--- config.mk ---
export PLATFORM = sky130hd
export DESIGN_NAME = mmc1_serial_banker
export DESIGN_NICKNAME = d
export VERILOG_FILES = /design/src/rtl/mmc1_serial_banker.sv
export SDC_FILE = /design/constraint.sdc
export NUM_CORES = 1
export LEC_CHECK = 0
export BUFFER_PORTS_ARGS = -buffer_cell sky130_fd_sc_hd__buf_2
export CAP_MARGIN = 20
export CORE_AREA = 2 2 78 109
export DETAILED_ROUTE_END_ITERATION = 8
export DIE_AREA = 0 0 80 111
export PLACE_DENSITY = 0.75
export SLEW_MARGIN = 20
export SYNTH_ARGS = -nofsm -noshare
export SYNTH_HDL_FRONTEND = slang
export SYNTH_SLANG_ARGS = --single-unit
--- constraint.sdc ---
create_clock -name clk -period 2.55 [get_ports clk]
set_input_delay 0.3825 -clock clk [delete_from_list [all_inputs] [get_ports clk]]
set_output_delay 0.3825 -clock clk [all_outputs]
set_load 0.01 [all_outputs]
--- src/rtl/mmc1_serial_banker.sv ---
// mmc1_serial_banker: MMC1-style serial register loader with PRG/CHR bank translation and cycle IRQ
module mmc1_serial_banker #(
    parameter int SHIFT_BITS = 5,
    parameter int PRG_BANK_BITS = 4,
    parameter int CHR_BANK_BITS = 5,
    parameter int IRQ_CNT_BITS = 30,
    parameter logic [IRQ_CNT_BITS-1:0] IRQ_MATCH = 30'h2800000,
    parameter int IRQ_EN = 1
) (
    input  logic        clk,
    input  logic        rst_n,
    input  logic        ce,
    input  logic [15:0] prg_ain,
    input  logic        prg_write,
    input  logic [7:0]  prg_din,
    input  logic [13:0] chr_ain,
    output logic [21:0] prg_aout,
    output logic        prg_allow,
    output logic [21:0] chr_aout,
    output logic        vram_a10,
    output logic        vram_ce,
    output logic        irq,
    output logic        reg_commit,
    output logic [1:0]  commit_idx
);
    localparam logic [SHIFT_BITS-1:0] SENT = {1'b1, {(SHIFT_BITS-1){1'b0}}};

    logic [SHIFT_BITS-1:0]    shift, shift_in;
    logic [4:0]               control;
    logic [CHR_BANK_BITS-1:0] chr0, chr1, chrsel;
    logic [PRG_BANK_BITS:0]   prg;
    logic [PRG_BANK_BITS-1:0] pb, prgsel;
    logic [IRQ_CNT_BITS-1:0]  cnt, cnt_nx;
    logic                     guard, accept, load, ram_window;
    logic                     unused;

    assign accept   = ce & prg_write & prg_ain[15] & ~guard;
    assign shift_in = {prg_din[0], shift[SHIFT_BITS-1:1]};
    assign load     = accept & ~prg_din[7] & shift[0];
    assign unused   = ^prg_din[6:1];

    // serial port: write filter, shift register, register loads and commit strobe
    always_ff @(posedge clk) begin
        if (!rst_n) begin
            shift      <= SENT;
            control    <= 5'b01100;
            chr0       <= '0;
            chr1       <= '0;
            prg        <= '0;
            guard      <= 1'b0;
            reg_commit <= 1'b0;
            commit_idx <= 2'd0;
        end else begin
            reg_commit <= load;
            if (ce) guard <= accept | (guard & prg_write);
            if (accept) begin
                if (prg_din[7]) begin
                    shift        <= SENT;
                    control[3:2] <= 2'b11;
                end else if (shift[0]) begin
                    shift      <= SENT;
                    commit_idx <= prg_ain[14:13];
                    case (prg_ain[14:13])
                        2'd0:    control <= shift_in[4:0];
                        2'd1:    chr0    <= shift_in[CHR_BANK_BITS-1:0];
                        2'd2:    chr1    <= shift_in[CHR_BANK_BITS-1:0];
                        default: prg     <= shift_in[PRG_BANK_BITS:0];
                    endcase
                end else begin
                    shift <= shift_in;
                end
            end
        end
    end

    assign cnt_nx = (cnt == IRQ_MATCH) ? cnt : cnt + 1'b1;

    // saturating cycle counter; the chr0 top bit acknowledges and holds it cleared
    always_ff @(posedge clk) begin
        if (!rst_n || IRQ_EN == 0) begin
            cnt <= '0;
            irq <= 1'b0;
        end else if (ce) begin
            if (chr0[CHR_BANK_BITS-1]) begin
                cnt <= '0;
                irq <= 1'b0;
            end else begin
                cnt <= cnt_nx;
                if (cnt_nx == IRQ_MATCH) irq <= 1'b1;
            end
        end
    end

    assign pb         = prg[PRG_BANK_BITS-1:0];
    assign ram_window = prg_ain[15:13] == 3'b011;

    // bank selection and address translation, purely combinational
    always_comb begin
        prgsel = control[3] ? (control[2] ? (prg_ain[14] ? '1 : pb) : (prg_ain[14] ? pb : '0))
                            : ((pb & ~PRG_BANK_BITS'(1)) | PRG_BANK_BITS'(prg_ain[14]));
        chrsel = control[4] ? (chr_ain[12] ? chr1 : chr0)
                            : ((chr0 & ~CHR_BANK_BITS'(1)) | CHR_BANK_BITS'(chr_ain[12]));
        prg_aout  = ram_window ? {9'b111100000, prg_ain[12:0]} : 22'({prgsel, prg_ain[13:0]});
        prg_allow = (prg_ain[15] & ~prg_write) | (ram_window & ~prg[PRG_BANK_BITS]);
        chr_aout  = {4'b1000, 18'({chrsel, chr_ain[11:0]})};
        vram_a10  = control[1] ? (control[0] ? chr_ain[11] : chr_ain[10]) : control[0];
        vram_ce   = chr_ain[13];
    end
endmodule

== After elaboration in Yosys (flattened, before gate mapping) ==
Cells that the tools add are included.

* Add/subtract/negate cells: 1
* Eq/ne operators: 5
* Muxes and demuxes: 18
* Bitwise logic cells: 17
* Reductions and logical operators: 12

{| class="wikitable"
|+ Operators with widths
! cell !! number
|-
| $eq 30x26->1 const B || 2
|-
| $mux 30 || 2
|-
| $add 30x1->30 const B || 1
|-
| $mux 4 || 6
|-
| $mux 22 || 1
|-
| $mux 5 || 4
|-
| $reduce_and 4->1 || 4
|-
| $and 1x1->1 || 8
|-
| $reduce_and 3->1 || 2
|-
| $reduce_bool 2->1 || 3
|-
| $not 1->1 || 5
|-
| $or 5x1->5 || 1
|-
| $mux 1 || 4
|-
| $or 4x1->4 || 1
|-
| $eq 3x2->1 const B || 1
|-
| $reduce_or 3->1 || 1
|-
| $eq 2x1->1 const B || 1
|-
| $eq 2x2->1 const B || 1
|-
| $logic_not 2->1 || 1
|-
| $mux 2 || 1
|-
| $or 1x1->1 || 2
|-
| $reduce_and 2->1 || 1
|}

* Register bits: 60
* Bits of input ports: 42
* Output and inout port bits: 51
* Word-level logic and storage cells: 64

== Depth between registers and ports, before layout ==
* Word-level depth: 5
* Depth in mapped cells: 9
* Gate-level depth less buffers: 9

== Least setup slack after synthesis ==
OpenSTA, ideal clock, no wires.

* Path type: register -> register
* Start point: register cnt[0]
* End point: register cnt[24]
* Library setup time: 0.065 ns
* Arrival time: 1.993 ns
* Required time: 2.485 ns
* Setup slack: 0.492 ns
* Stages on the path, launching flop included: 9
* Buffers on the path: 0
* Clock period less this slack: 2.058 ns
* Path through: dfxtp_1 ha_1 nand3_1 nor2_2 nand2_1 or4_1 a21oi_1 a21oi_1 nor2b_1

* Longest elaborated chain between the ends: 3
* Elaborated cells on any way between the ends: 4
* Those cells by class: 1 x add/sub; 1 x eq/ne; 2 x mux

{| class="wikitable"
|+ RTL lines
! element !! RTL line !! RTL
|-
| from (decl) || 33 || <nowiki>logic [IRQ_CNT_BITS-1:0] cnt, cnt_nx;</nowiki>
|-
| from (signal assigned) || 88 || <nowiki>cnt <= cnt_nx;</nowiki>
|-
| $add 30x1->30 or $eq 30x26->1 (tied branches) || 76 || <nowiki>assign cnt_nx = (cnt == IRQ_MATCH) ? cnt : cnt + 1'b1;</nowiki>
|-
| $mux 30 (*) || 76 ||
|-
| $mux 30 (*) || 84 || <nowiki>if (chr0[CHR_BANK_BITS-1]) begin</nowiki>
|}

Every way passes the cells marked *; elsewhere a longest branch is shown, timed or not.
A chain may end at the register's enable or synchronous reset.

== Final worst setup path ==
* Start point: register cnt[21]
* End point: register irq

* Longest elaborated chain between the ends: 5
* Elaborated cells on any way between the ends: 6
* Those cells by class: 1 x add/sub; 2 x eq/ne; 1 x mux; 2 x reduce/logical

{| class="wikitable"
|+ RTL lines
! element !! RTL line !! RTL
|-
| $add 30x1->30 or $eq 30x26->1 (tied branches) || 76 ||
|-
| $mux 30 (*) || 76 ||
|-
| $eq 30x26->1 (*) || 89 || <nowiki>if (cnt_nx == IRQ_MATCH) irq <= 1'b1;</nowiki>
|-
| $reduce_bool 2->1 (no line) (*) || - ||
|-
| $reduce_and 2->1 (no line) (*) || - ||
|-
| to (signal assigned) || 82 || <nowiki>irq <= 1'b0;</nowiki>
|-
| to (signal assigned) || 86 || <nowiki>irq <= 1'b0;</nowiki>
|-
| to (signal assigned) || 89 ||
|-
| to (decl) || 22 || <nowiki>output logic irq,</nowiki>
|}

Marks and branches as above.

==> impl_metrics.csv <==
group,metric,value,unit
layout,area_delta_synth_final,5.89,%
clock_network,cts.reportedPaths.clkPinSlew,60,ps
sta,worst_slew_pin_slew,540,ps
die,rows,39,
clock_network,clk_latency,330,ps
synthesis,synth_compound_area_frac,0.168,
layout,multi_input_area,0.00224,mm²
layout,nets,529,
synthesis,muxShareOfSynthArea,0.0650,
die,ios,93,
global_routing,grt_pass1_vias,3341,
synthesis,yosysWarnings,0,
detailed_routing,drtAntennaViolNets,0,
layout,antenna_cells,0,
sta,slew_viol_final,0,
pwr,clkPwrFrac,0.548,
synthesis,yosys.area_share.adder,0.00637,
layout,regArea,0.00120,mm²
synthesis,synthXorXnorAreaFrac,0.0335,
clock_network,ctsRootBufferMaster,"clkbuf_16",
die,die_area,0.00888,mm²
placement,place_congestion,0.945,
sta,fin_skew,5.62,ps
critical_path,startpoint_type,"flip-flop",
clock_network,postCtsSetupBuffers,0,
pwr,p_sw,0.524,mW
sta,tns,0,ps
flow_run,maxCapViolCount,0,
pwr,power_per_cell_area,570,mW/mm²
pwr,totalPowerFinal,2.37,mW
sta,fin_crit_sh,0.909,
clock_network,cts_max_path_buffers,2,
die,die_w,80,µm
pwr,swShare,0.221,
global_routing,grtUsageTotal,0.214,
detailed_routing,route.vias.total,3488,
placement,io_buffer_count,33,
sta,hold_slack,338,ps
detailed_routing,firstDrtPassIters,5,
sta,setup_viol_count_final,0,
critical_path,end_kind,"flip-flop",
synthesis,ys_types,65,
detailed_routing,via_per_inst,5.89,
layout,final_area,0.00416,mm²
synthesis,synth_ff_type,"dfxtp_1",
sta,fin_crit,2320,ps
sta,hold_viol,0,
pwr,p_leak,1.58,nW
global_routing,grt_overflow_total,0,
die,core-area,0.00800,mm²
critical_path,crit_path_max_fanout,6,
layout,drive_above_1_share,0.151,
detailed_routing,drc_errors,0,
sta,rsz0062_at_grt,"no",
detailed_routing,wl_per_cell,15.1,µm
clock_network,clock_sinks,60,
global_routing,grt_antenna_before_repair,0,
critical_path,path_class,"flip-flop to flip-flop",
placement,dp_hpwl,6150,µm
synthesis,synth_top_family_by_area,"simple AND/OR/NAND/NOR gates",
synthesis,syn_area,0.00393,mm²
synthesis,synthArstFlopShare,0,
hold_path,hold_path.class,"primary input to flip-flop",
pwr,power_frac_seq,0.401,
detailed_routing,drt_wl_total,8940,µm
critical_path,cp.required,2810,ps
synthesis,synth_cells,501,
synthesis,ys_seq_elements,60,
layout,nFillCells,762,
detailed_routing,drt_iter0_drc,264,
synthesis,synth-simple-area-share,0.292,
clock_network,cts_tree,"done",
sta,max_freq,431,MHz
synthesis,yosysSeqAreaShare,0.306,
pwr,power.internal,1.85,mW
synthesis,synth_edf_count,0,
clock_network,cts_htree_levels,3,
critical_path,crit_arrival,2580,ps
status,status,"completed",
global_routing,grt_pass1_wl,15400,µm
die,die_y,111,µm
global_routing,grt_max_degree,61,
die,initial_utilization,0.491,
placement,dpl_cell_area,0.00384,mm²
clock_network,cts_made_buffers,9,
sta,relSlewSlack,0.639,
synthesis,synth_area_per_cell,7.84,µm²
pwr,combPwrFrac,0.051,
pwr,peakVddDrop,0.000376,V
==> worst max-delay path: stages (launching register included) <==
cell,delay [ps]
dfxtp_1,360
nor4_1,490
nand4_1,210
nor2_2,320
mux2i_1,130
nor4b_1,450
nand4b_1,140
o21ai_1,140
==> final timing paths <==
path	start	endpoint	slack, ps	cells after the start
max	cnt[21]$_SDFFE_PN0P_	irq$_SDFFE_PN0P_	230	7
min	prg_ain[15]	guard$_SDFFE_PN0P_	340	3
max reg2reg	cnt[21]$_SDFFE_PN0P_	irq$_SDFFE_PN0P_	230	7
min reg2reg	commit_idx[1]$_SDFFE_PN0P_	commit_idx[1]$_SDFFE_PN0P_	470	2
==> sequential cells by signal (all words and copies together) (netlist names) <==
register,cells
cnt,30
prg,5
chr0,5
guard,1
shift,5
commit_idx,2
control,5
irq,1
chr1,5
reg_commit,1
==> stage by stage <==
step	utilization	instances	worst slack (ps)
3_5_place_dp	0.480	576	222
4_1_cts	0.519	592	211
2_1_floorplan	-	504	492
5_1_grt	0.520	592	9.88
3_3_place_gp	0.480	576	267
6_report	0.520	592	232
==> cell usage after synthesis (all sizes together) (2+ instances only) <==
cell type,instances,share of area
a211o,2,0.0045
a21boi,17,0.032
a21oi,24,0.031
a22oi,4,0.0076
a31oi,2,0.0032
and2,14,0.022
and3,5,0.0080
buf,51,0.090
clkbuf,19,0.023
conb,2,0.0019
dfxtp,60,0.31
ha,2,0.0064
inv,13,0.012
mux2,4,0.011
mux2i,21,0.054
nand2,43,0.043
nand3,17,0.023
nand4,12,0.022
nand4b,2,0.0045
nor2,35,0.037
nor2b,32,0.051
nor3,21,0.030
nor3b,2,0.0051
nor4,9,0.014
nor4b,3,0.0083
o21ai,35,0.045
o22ai,5,0.0080
o2bb2ai,4,0.0089
o31ai,2,0.0038
or3,3,0.0051
or4,5,0.011
xnor2,8,0.018
xor2,7,0.016
==> layout by cell type, fill, tap and decap left out, types with 8 or more instances in the layout <==
master	synthesis	layout
a21oi_1	24	24
o21ai_0	33	33
xnor2_1	8	8
nor2_1	32	32
nand2_1	40	40
and2_1	14	14
nor2b_1	32	32
nand4_1	10	10
nor3_1	20	20
clkbuf_16	0	9
nor4_1	9	9
dfxtp_1	60	60
a21boi_0	14	14
mux2i_1	21	21
buf_2	11	33
inv_1	13	13
nand3_1	16	16
==> metal layers <==
layer  track usage  part of all wire  vias to the layer above
li1              -                 -                     1681
met1         0.257              0.41                     1622
met2         0.348              0.49                      149
met3        0.0464             0.061                       36
met4         0.120             0.041                        0
met5             0                 0                        -
==> power by group through the flow <==
stage | Combinational [mW] | Clock (mW) | Sequential (mW)
4_1_cts | 0.121 | 1.32 | 0.949
2_1_floorplan | 0.128 | 0 | 0.967
3_5_place_dp | 0.121 | 0 | 0.969
3_3_place_gp | 0.119 | 0 | 0.969
6_report | 0.122 | 1.30 | 0.949
5_1_grt | 0.134 | 1.36 | 0.950
==> what timing repair did <==
| action | in CTS | in global routing |
|---|---|---|
| hold endpoints to repair | 0 | 0 |
| setup endpoints to repair | 0 | 1 |
| hold buffers | 0 | 0 |
| resized for setup | 0 | 1 |
==> final cells by class <==
cell class	count	area share
clock buffers	10	0.0551
clock inverters	6	0.0211
inverters	14	0.0126
multi-input cells	360	0.539
flip-flops and latches	60	0.289
well taps	102	0.0307
repair buffers	40	0.0523
==> logic make-up (layout without fill, tap and decap cells) <==
logic type / Yosys count / after routing
AO/OA/AOI/OAI: 106 / 106
XOR/XNOR: 15 / 15
AND/OR/NAND/NOR: 207 / 207
flip-flops: 60 / 60
buffers and inverters: 84 / 70
multiplexers: 25 / 25
adder cells (fa/ha/maj): 2 / 2
other: 2 / 5
Power figures use the tool's default switching activity.
